## src/rtl/bw_seq_mult_ctrl.sv

```systemverilog
// Sequential Baugh-Wooley multiplier: one partial-product row per cycle through a shared fa chain.
// Optional macro BW_SEQ_MULT_UNSIGNED_SEL_EN adds tc_i to select signed (1) or unsigned (0) operation.

module fa (
    input  logic a_i,
    input  logic b_i,
    input  logic ci_i,
    output logic s_o,
    output logic co_o
);
    assign s_o  = a_i ^ b_i ^ ci_i;
    assign co_o = (a_i & b_i) | (ci_i & (a_i ^ b_i));
endmodule

// state | meaning
// IDLE  | waiting for start_i; operands and accumulator hold
// RUN   | adding partial-product row j_q into acc_q, one row per cycle
// DONE  | done_o high for one cycle, p_o holds the final product
module bw_seq_mult_ctrl #(
    parameter int N = 8
) (
    input  logic           clk,
    input  logic           rst,
    input  logic           start_i,
    input  logic [N-1:0]   a_i,
    input  logic [N-1:0]   b_i,
`ifdef BW_SEQ_MULT_UNSIGNED_SEL_EN
    input  logic           tc_i,
`endif
    output logic           busy_o,
    output logic           done_o,
    output logic [2*N-1:0] p_o
);
    localparam int JW = $clog2(N);
    localparam logic [JW-1:0]  J_LAST  = JW'(N - 1);
    localparam logic [2*N-1:0] BW_CORR = {1'b1, {(N-2){1'b0}}, 1'b1, {N{1'b0}}};

    typedef enum logic [1:0] {IDLE, RUN, DONE} state_t;

    state_t          state_q;
    logic [N-1:0]    ra_q, rb_q;
    logic [JW-1:0]   j_q;
    logic [2*N-1:0]  acc_q, p_q;
    logic            busy_q, done_q;
    logic            signed_mode, start_signed;
    logic            accept;

    logic [N-1:0]    row_d;
    logic [2*N-1:0]  addend_d, sum_d;
    logic [2*N-1:0]  carry;

    // A start seen while leaving DONE counts as the IDLE acceptance, giving N+1 cycle throughput.
    assign accept = start_i && (state_q != RUN);

`ifdef BW_SEQ_MULT_UNSIGNED_SEL_EN
    logic tc_q;
    always_ff @(posedge clk) begin
        if (rst)         tc_q <= 1'b1;
        else if (accept) tc_q <= tc_i;
    end
    assign signed_mode  = tc_q;
    assign start_signed = tc_i;
`else
    assign signed_mode  = 1'b1;
    assign start_signed = 1'b1;
`endif

    always_comb begin
        row_d = '0;
        for (int i = 0; i < N; i++) begin
            row_d[i] = (ra_q[i] & rb_q[j_q])
                     ^ (signed_mode && ((i == N - 1) != (j_q == J_LAST)));
        end
    end

    assign addend_d = {{N{1'b0}}, row_d} << j_q;
    assign carry[0] = 1'b0;

    genvar g;
    generate
        for (g = 0; g < 2*N; g++) begin : g_chain
            if (g < 2*N - 1) begin : g_fa
                fa u_fa (
                    .a_i  (acc_q[g]),
                    .b_i  (addend_d[g]),
                    .ci_i (carry[g]),
                    .s_o  (sum_d[g]),
                    .co_o (carry[g+1])
                );
            end else begin : g_top
                assign sum_d[g] = acc_q[g] ^ addend_d[g] ^ carry[g];
            end
        end
    endgenerate

    always_ff @(posedge clk) begin
        if (rst) begin
            state_q <= IDLE;
            ra_q    <= '0;
            rb_q    <= '0;
            j_q     <= '0;
            acc_q   <= '0;
            p_q     <= '0;
            busy_q  <= 1'b0;
            done_q  <= 1'b0;
        end else begin
            done_q <= 1'b0;
            case (state_q)
                IDLE, DONE: begin
                    if (start_i) begin
                        ra_q    <= a_i;
                        rb_q    <= b_i;
                        j_q     <= '0;
                        acc_q   <= start_signed ? BW_CORR : '0;
                        busy_q  <= 1'b1;
                        state_q <= RUN;
                    end else if (state_q == DONE) begin
                        busy_q  <= 1'b0;
                        state_q <= IDLE;
                    end
                end
                RUN: begin
                    acc_q <= sum_d;
                    if (j_q == J_LAST) begin
                        p_q     <= sum_d;
                        done_q  <= 1'b1;
                        state_q <= DONE;
                    end else begin
                        j_q <= j_q + 1'b1;
                    end
                end
                default: state_q <= IDLE;
            endcase
        end
    end

    assign busy_o = busy_q;
    assign done_o = done_q;
    assign p_o    = p_q;

endmodule

```

## config.mk

```make
export PLATFORM = sky130hd
export DESIGN_NAME = bw_seq_mult_ctrl
export DESIGN_NICKNAME = d
export VERILOG_FILES = /design/src/rtl/bw_seq_mult_ctrl.sv
export SDC_FILE = /design/constraint.sdc
export NUM_CORES = 1
export LEC_CHECK = 0
export CAP_MARGIN = 20
export CORE_ASPECT_RATIO = 1.4
export CORE_MARGIN = 2
export CORE_UTILIZATION = 50
export CTS_BUF_LIST = sky130_fd_sc_hd__clkbuf_8
export CTS_CLUSTER_DIAMETER = 100
export DETAILED_ROUTE_END_ITERATION = 8
export PLACE_DENSITY = 0.73
export SLEW_MARGIN = 25
export SYNTH_ARGS = -nofsm -noshare
export SYNTH_HDL_FRONTEND = slang
export SYNTH_HIERARCHICAL = 1
export SYNTH_SLANG_ARGS = --single-unit
```

## constraint.sdc

```tcl
create_clock -name clk -period 22.4 [get_ports clk]
set_input_delay 4.48 -clock clk [delete_from_list [all_inputs] [get_ports clk]]
set_output_delay 4.48 -clock clk [all_outputs]
set_load 0.02 [all_outputs]
```

## Yosys cells after proc, flatten, opt, wreduce, memory -nomap -nowiden

Index checks and enable logic that the tools add are counted.

| storage, ports and cells | value |
|---|---|
| word-level logic and storage cells | 135 |
| output and inout bits | 18 |
| register bits | 55 |
| input port bits | 19 |

| cells by class | value |
|---|---|
| muxes and demuxes | 14 |
| bitwise operators | 92 |
| $add $sub $neg | 1 |
| shifts and indexed selects | 1 |
| equal/unequal tests | 7 |
| order comparisons | 1 |
| reduce and logical (&&, ||, !) cells | 11 |

Operator list:

| kind | count |
|---|---|
| 1-bit bitwise XOR | 39 |
| 1-bit AND | 37 |
| 16-bit one-hot mux with 2 select lines | 1 |
| 16-bit two-way mux | 1 |
| 8-bit by 3-bit left shift with 16-bit output | 1 |
| 1-bit OR | 14 |
| 2-bit AND reduction | 5 |
| 2-bit two-way mux | 3 |
| 3-bit two-way mux | 2 |
| 2-bit inequality test (second input constant) | 3 |
| 3-bit one-hot mux with 2 select lines | 1 |
| 3-bit by 4-bit < comparator with 1-bit output (second input constant) | 1 |
| 1-bit two-way mux | 4 |
| 2-bit one-hot mux with 2 select lines | 1 |
| 2-bit nonzero test | 2 |
| 2-bit OR reduction | 2 |
| 3-bit by 1-bit adder with 3-bit output (second input constant) | 1 |
| 1-bit binary-select mux with 3-bit select | 1 |
| 3-bit == test (second input constant) | 1 |
| 3-bit inequality test (second input constant) | 1 |
| 3-bit AND reduction | 1 |
| 2-bit by 1-bit == test with 1-bit output (second input constant) | 1 |
| 2-bit == test (second input constant) | 1 |
| 2-bit zero test | 1 |
| 1-bit inverter | 2 |

## Depth between registers and ports, before layout

| logic depth | value |
|---|---|
| depth in word-level cells | 36 |
| gate-level depth with buffers | 24 |
| gate-level depth less buffers | 22 |

## By module

Netlist, hierarchy kept.

By module, submodules not included:

| module | area each (µm²) | seq. area each (µm²) | cells an instance | times used |
|---|---|---|---|---|
| bw_seq_mult_ctrl | 2670.1 | 1101.1 | 348 | 1 |
| fa | 20.0 | 0.0 | 1 | 15 |

## Worst setup path after synthesis

OpenSTA, ideal clock, no wires.

| timing path | value |
|---|---|
| path kind | register to register |
| from | register j_q[0] |
| to | register p_q[15] (netlist: p_o[15]) |
| arrival | 7.804 ns |
| clock period less this slack | 7.890 ns |
| path buffers | 2 |
| data required time | 22.314 ns |
| path slack | 14.510 ns |
| stages on the path, launching flop included | 25 |
| setup time | 0.086 ns |
| path through | dfxtp_1 buf_6 mux4_2 mux2_4 clkbuf_1 nand2_1 xnor2_1 and2_1 fa_1 fa_1 fa_1 fa_1 fa_1 fa_1 fa_1 fa_1 fa_1 fa_1 fa_1 fa_1 fa_1 fa_1 fa_1 xnor2_1 a211oi_1 |

| between the ends | value |
|---|---|
| cells in the longest elaborated chain, start to end | 35 |
| elaborated cells on any way between the ends | 81 |
| classes of those cells | eq/ne: 1; shift: 1; mux: 2; bitwise: 76; reduce/logical: 1 |

Ends and longest elaborated chain:

| element | line | RTL |
|---|---|---|
| start, declared | 42 | `logic [JW-1:0] j_q;` |
| start signal, assigned | 129 | `j_q <= j_q + 1'b1;` |
| 1-bit binary-select mux with 3-bit select | 71 | `row_d[i] = (ra_q[i] & rb_q[j_q])` |
| 1-bit two-way mux (not written as such) | 71 |  |
| 1-bit AND | 71 |  |
| 1-bit bitwise XOR | 72 | `^ (signed_mode && ((i == N - 1) != (j_q == J_LAST)));` |
| 8-bit by 3-bit left shift with 16-bit output * | 76 | `assign addend_d = {{N{1'b0}}, row_d} << j_q;` |
| via addend_d[0] | 49 | `logic [2*N-1:0] addend_d, sum_d;` |
| 1-bit AND * | 12 | `assign co_o = (a_i & b_i) \| (ci_i & (a_i ^ b_i));` |
| via carry[1] | 50 | `logic [2*N-1:0] carry;` |
| [2 not listed] | -- |  |
| via carry[2] | 50 |  |
| [2 not listed] | -- |  |
| via carry[3] | 50 |  |
| [2 not listed] | -- |  |
| via carry[4] | 50 |  |
| [2 not listed] | -- |  |
| via carry[5] | 50 |  |
| [2 not listed] | -- |  |
| via carry[6] | 50 |  |
| [2 not listed] | -- |  |
| via carry[7] | 50 |  |
| [2 not listed] | -- |  |
| via carry[8] | 50 |  |
| [2 not listed] | -- |  |
| via carry[9] | 50 |  |
| [2 not listed] | -- |  |
| via carry[10] | 50 |  |
| [2 not listed] | -- |  |
| via carry[11] | 50 |  |
| [2 not listed] | -- |  |
| via carry[12] | 50 |  |
| [2 not listed] | -- |  |
| via carry[13] | 50 |  |
| 1-bit AND * | 12 |  |
| 1-bit OR * | 12 |  |
| via carry[14] | 50 |  |
| 1-bit AND * | 12 |  |
| 1-bit OR * | 12 |  |
| via carry[15] | 50 |  |
| 1-bit bitwise XOR * | 91 | `assign sum_d[g] = acc_q[g] ^ addend_d[g] ^ carry[g];` |
| end signal, assigned | 125 | `p_q <= sum_d;` |
| end, declared | 43 | `logic [2*N-1:0] acc_q, p_q;` |

The timed path passes the listed nets; every way through them passes the cells marked *. The select of a mux whose other input is x is not followed.
A chain may end at the register's enable or synchronous reset.

## Worst setup path after layout

| timing path | value |
|---|---|
| from | register j_q[2] |
| to | register acc_q[15] |

| between the ends | value |
|---|---|
| cells in the longest elaborated chain, start to end | 36 |
| elaborated cells on any way between the ends | 81 |
| classes of those cells | eq/ne: 1; shift: 1; mux: 3; bitwise: 76 |

Ends and longest elaborated chain:

| element | line | RTL |
|---|---|---|
| 1-bit binary-select mux with 3-bit select | 71 |  |
| 1-bit two-way mux (not written as such) | 71 |  |
| 1-bit AND | 71 |  |
| 1-bit bitwise XOR | 72 |  |
| 8-bit by 3-bit left shift with 16-bit output * | 76 |  |
| via addend_d[0] | 49 |  |
| 1-bit AND * | 12 |  |
| via carry[1] | 50 |  |
| [2 not listed] | -- |  |
| via carry[2] | 50 |  |
| [2 not listed] | -- |  |
| via carry[3] | 50 |  |
| [2 not listed] | -- |  |
| via carry[4] | 50 |  |
| [2 not listed] | -- |  |
| via carry[5] | 50 |  |
| [2 not listed] | -- |  |
| via carry[6] | 50 |  |
| [2 not listed] | -- |  |
| via carry[7] | 50 |  |
| [2 not listed] | -- |  |
| via carry[8] | 50 |  |
| [2 not listed] | -- |  |
| via carry[9] | 50 |  |
| [2 not listed] | -- |  |
| via carry[10] | 50 |  |
| [2 not listed] | -- |  |
| via carry[11] | 50 |  |
| [2 not listed] | -- |  |
| via carry[12] | 50 |  |
| [2 not listed] | -- |  |
| via carry[13] | 50 |  |
| 1-bit AND * | 12 |  |
| 1-bit OR * | 12 |  |
| via carry[14] | 50 |  |
| 1-bit AND * | 12 |  |
| 1-bit OR * | 12 |  |
| via carry[15] | 50 |  |
| 1-bit bitwise XOR * | 91 |  |
| 16-bit one-hot mux with 2 select lines * | 108 | `case (state_q)` |
| end signal, assigned | 114 | `acc_q <= start_signed ? BW_CORR : '0;` |
| end signal, assigned | 123 | `acc_q <= sum_d;` |
| end, declared | 43 |  |

Marks and branches as above.

==> run metrics <==
Yosys cell types=42; DR iter-0 viols=roughly 160; setup TNS=0 ps; Peak Freq=around 120 MHz; postcts setup bufs=0; initial core utilization=0.5139; critical path's most frequent cell=fa_1; CTS Buffer Depth=2; Post-Syn Instances=about 360; vias in the first global route=between 2,000 and 2,500; final setup violation count=0; CTS buffer count=5; worst stage delay on the critical path=between 700 and 800 ps; ys flop type=dfxtp_1; Crit Path Max Fanout=22; P_leak=roughly 1.3 nW; Mean Syn Cell Area=8.183 µm²; HPWL after detailed placement=about 4600 µm; startpoint class of the critical path=flip-flop; I/O pin cnt=37; worst hold path type=flip-flop to flip-flop; Final nets=roughly 420; worst slew pin tran=960.7 ps; CTS tree=built; die area=0.006582 mm²; CP bufs+invs=1; Worst path slowest cell=dfxtp_1; PortBufs=36; Post-Synthesis Cell Area=~0.0030 mm²; Worst VDD drop=roughly 0.000032 V; worst setup path class=flip-flop to flip-flop; switching pwr=0.05075 mW; Comb pwr share=0.135; clock network power share=0.334; Final Non-Filler Cells=between 400 and 500; Yosys reg bits=55; Setup Skew=around 11 ps; fraction of registers with async set/reset=0; H-tree Lvls=2; Placed Cells incl. Taps=about 450; Post-Syn Nets=~400; CP Cell Sequence=clkinv_1 -> mux2_4 -> nand2_1 -> xnor2_1 -> and2_1 -> fa_1 -> fa_1 -> fa_1 -> fa_1 -> fa_1 -> fa_1 -> fa_1 -> fa_1 -> fa_1 -> fa_1 -> fa_1 -> fa_1 -> fa_1 -> fa_1 -> fa_1 -> a211oi_1 -> a311oi_1; status=finished clean; crit path DAT=about 8700 ps; final hold vios=0; RSZ-0062 raised after global routing=no; diode count=0; P_int=approximately 0.14 mW; Setup crit end kind=flip-flop; DIE WIDTH=a little under 70 µm; crit path time final=8538 ps; Worst-path clk slew=approximately 100 ps; WL/cell=~14 µm; Worst EP required=~23,000 ps; vias per cell=between 5 and 6; worst skew pair latency=310 ps; GRT Resource Usage Total=0.2076; CP top delay family=adder cells; clk sink count=55; post-CTS sizing=0; initial antenna violation count=0; share of cells above drive strength 1=0.05236; Initial DRT Pass Iterations=4; num rows=33; DRC=0; Final Cycle Share=0.3811; Sw Share=0.2594; die height=approximately 95 µm; number of flops mapped to enable cells by yosys=0; Core ar.=just under 0.006 mm²; hold buffers post-CTS=0; remaining antenna violation count=0; routed vias=approximately 2,500; relative slew slack=0.3572; Synth Warn #=6; first-pass GRT wire length=roughly 11,000 µm; DRT Wirelength=roughly 6400 µm; root buffer cell=clkbuf_8; Area growth syn-to-layout=15.54%; Seq pwr share=0.530; Worst R2R Setup Slack=approximately 14,000 ps; max-cap violations=0; total grt overflow=0; pwr dens=approximately 57 mW/mm²; sequential share of the synthesized area=0.3707; largest net degree at the start of global routing=56; Placer Congestion=between 0.9 and 1; Final Slew Violations=0
==> tightest hold or removal path, stage by stage (launching register included) <==
cell     delay [ps]
dfxtp_1         320
nand2_1          50
a21oi_1          50
==> state kept, by name (all words and copies together), names as in the netlist <==
register and count:
acc_q 16, busy_o 1, done_o 1, j_q 3, p_o 16, ra_q 8
rb_q 8, state_q 2
==> per-layer routing <==
layer	vias to the layer above	wire (µm)	track usage
met5	-	0	0
met4	0	70	0.06209
met3	6	187	0.02960
met2	46	3362	0.3862
met1	1141	2806	0.2482
li1	1273	-	-
==> power groups by stage <==
stage          combinational, mW  clock, mW  sequential, mW
6_report                  0.0265     0.0654           0.104
5_1_grt                   0.0295     0.0709           0.104
4_1_cts                   0.0265     0.0671           0.104
3_5_place_dp              0.0264          0           0.106
3_3_place_gp              0.0261          0           0.106
2_1_floorplan             0.0192          0           0.105
==> cell type report <==
| type | count | area [µm²] |
|---|---|---|
| Multi-Input combinational cell | 275 | 1733 |
| Timing Repair Buffer | 40 | 385.4 |
| Tap cell | 70 | 87.58 |
| Inverter | 5 | 18.77 |
| Sequential cell | 55 | 1101 |
| Clock buffer | 5 | 68.82 |
| Clock inverter | 2 | 37.54 |
| Fill cell | 560 | 2349 |
==> cell usage after synthesis (2+ instances only) <==
library cell  number  area, µm²
nor3_1             6      30.03
a311oi_1           2      17.52
a211oi_1           7      52.55
o22ai_1            3      18.77
a21oi_1           46      230.2
ha_1               2      25.02
nor3b_1            2      15.01
nor2b_1            3      18.77
inv_1              2      7.510
nand2b_1           2      12.51
buf_1              5      18.77
nand2_1           84      315.3
mux4_2             2      45.04
mux2i_1           11      110.1
xnor2_1            7      61.31
nand3_1           10      50.05
mux2_2             3      33.78
a22oi_1           15      112.6
dfxtp_1           55       1101
nor2_1            32      120.1
o21ai_0            6      30.03
fa_1              15      300.3
clkinv_1           2      7.510
buf_6              2      22.52
and2_1             2      12.51
clkbuf_1          21      78.83
==> worst paths after layout <==
path	from	endpoint	depth (start not counted)
setup / recovery	j_q[2]$_SDFFE_PP0P_	acc_q[15]$_SDFFE_PP0P_	22
hold / removal	p_o[11]$_SDFFE_PP0P_	p_o[11]$_SDFFE_PP0P_	2
setup reg to reg	j_q[2]$_SDFFE_PP0P_	acc_q[15]$_SDFFE_PP0P_	22
hold reg to reg	p_o[11]$_SDFFE_PP0P_	p_o[11]$_SDFFE_PP0P_	2
==> through the flow <==
stage               hold slack (ps)  setup WS (ps)  cell area [µm²]  power [mW]  utilization
global placement              441.4          14030             3323      0.1321       0.5749
finish                        456.8          13860             3432      0.1956       0.5937
detailed placement            445.6          13950             3323      0.1325       0.5749
floorplan                     433.1          14510             2970      0.1243            -
global route                  476.0          13420             3432      0.2047       0.5937
CTS                           460.2          13900             3430      0.1973       0.5933
==> cells in the final DEF (no fill, tap or decap), types with 2 or more instances in the layout <==
master	count
nand2b_1	2
a211oi_1	7
mux2_2	3
and2_1	2
fa_1	15
nor2b_1	3
clkdlybuf4s50_1	35
nand2_1	84
a22oi_1	15
clkbuf_8	5
nor2_1	31
dfxtp_1	55
ha_1	2
clkinv_1	2
inv_1	2
xnor2_1	7
a311oi_1	2
mux4_2	2
mux2i_1	11
o21ai_0	6
nor3b_1	2
nand3_1	10
o22ai_1	3
buf_4	4
a21oi_1	46
nor3_1	6
==> cells by family (layout without fill, tap and decap cells) <==
family,Yosys count,count (layout),synth area share
DFF,55,55,0.3707
buffers and inverters,33,52,0.04676
and+or+nand+nor,145,145,0.2022
AOI/OAI and AO/OA,88,88,0.1803
adders and majority gates,17,17,0.1095
other,1,1,0.001262
muxes,17,17,0.06866
xor gates and xnor gates,7,7,0.02064
(Power assumes the default switching activity.)
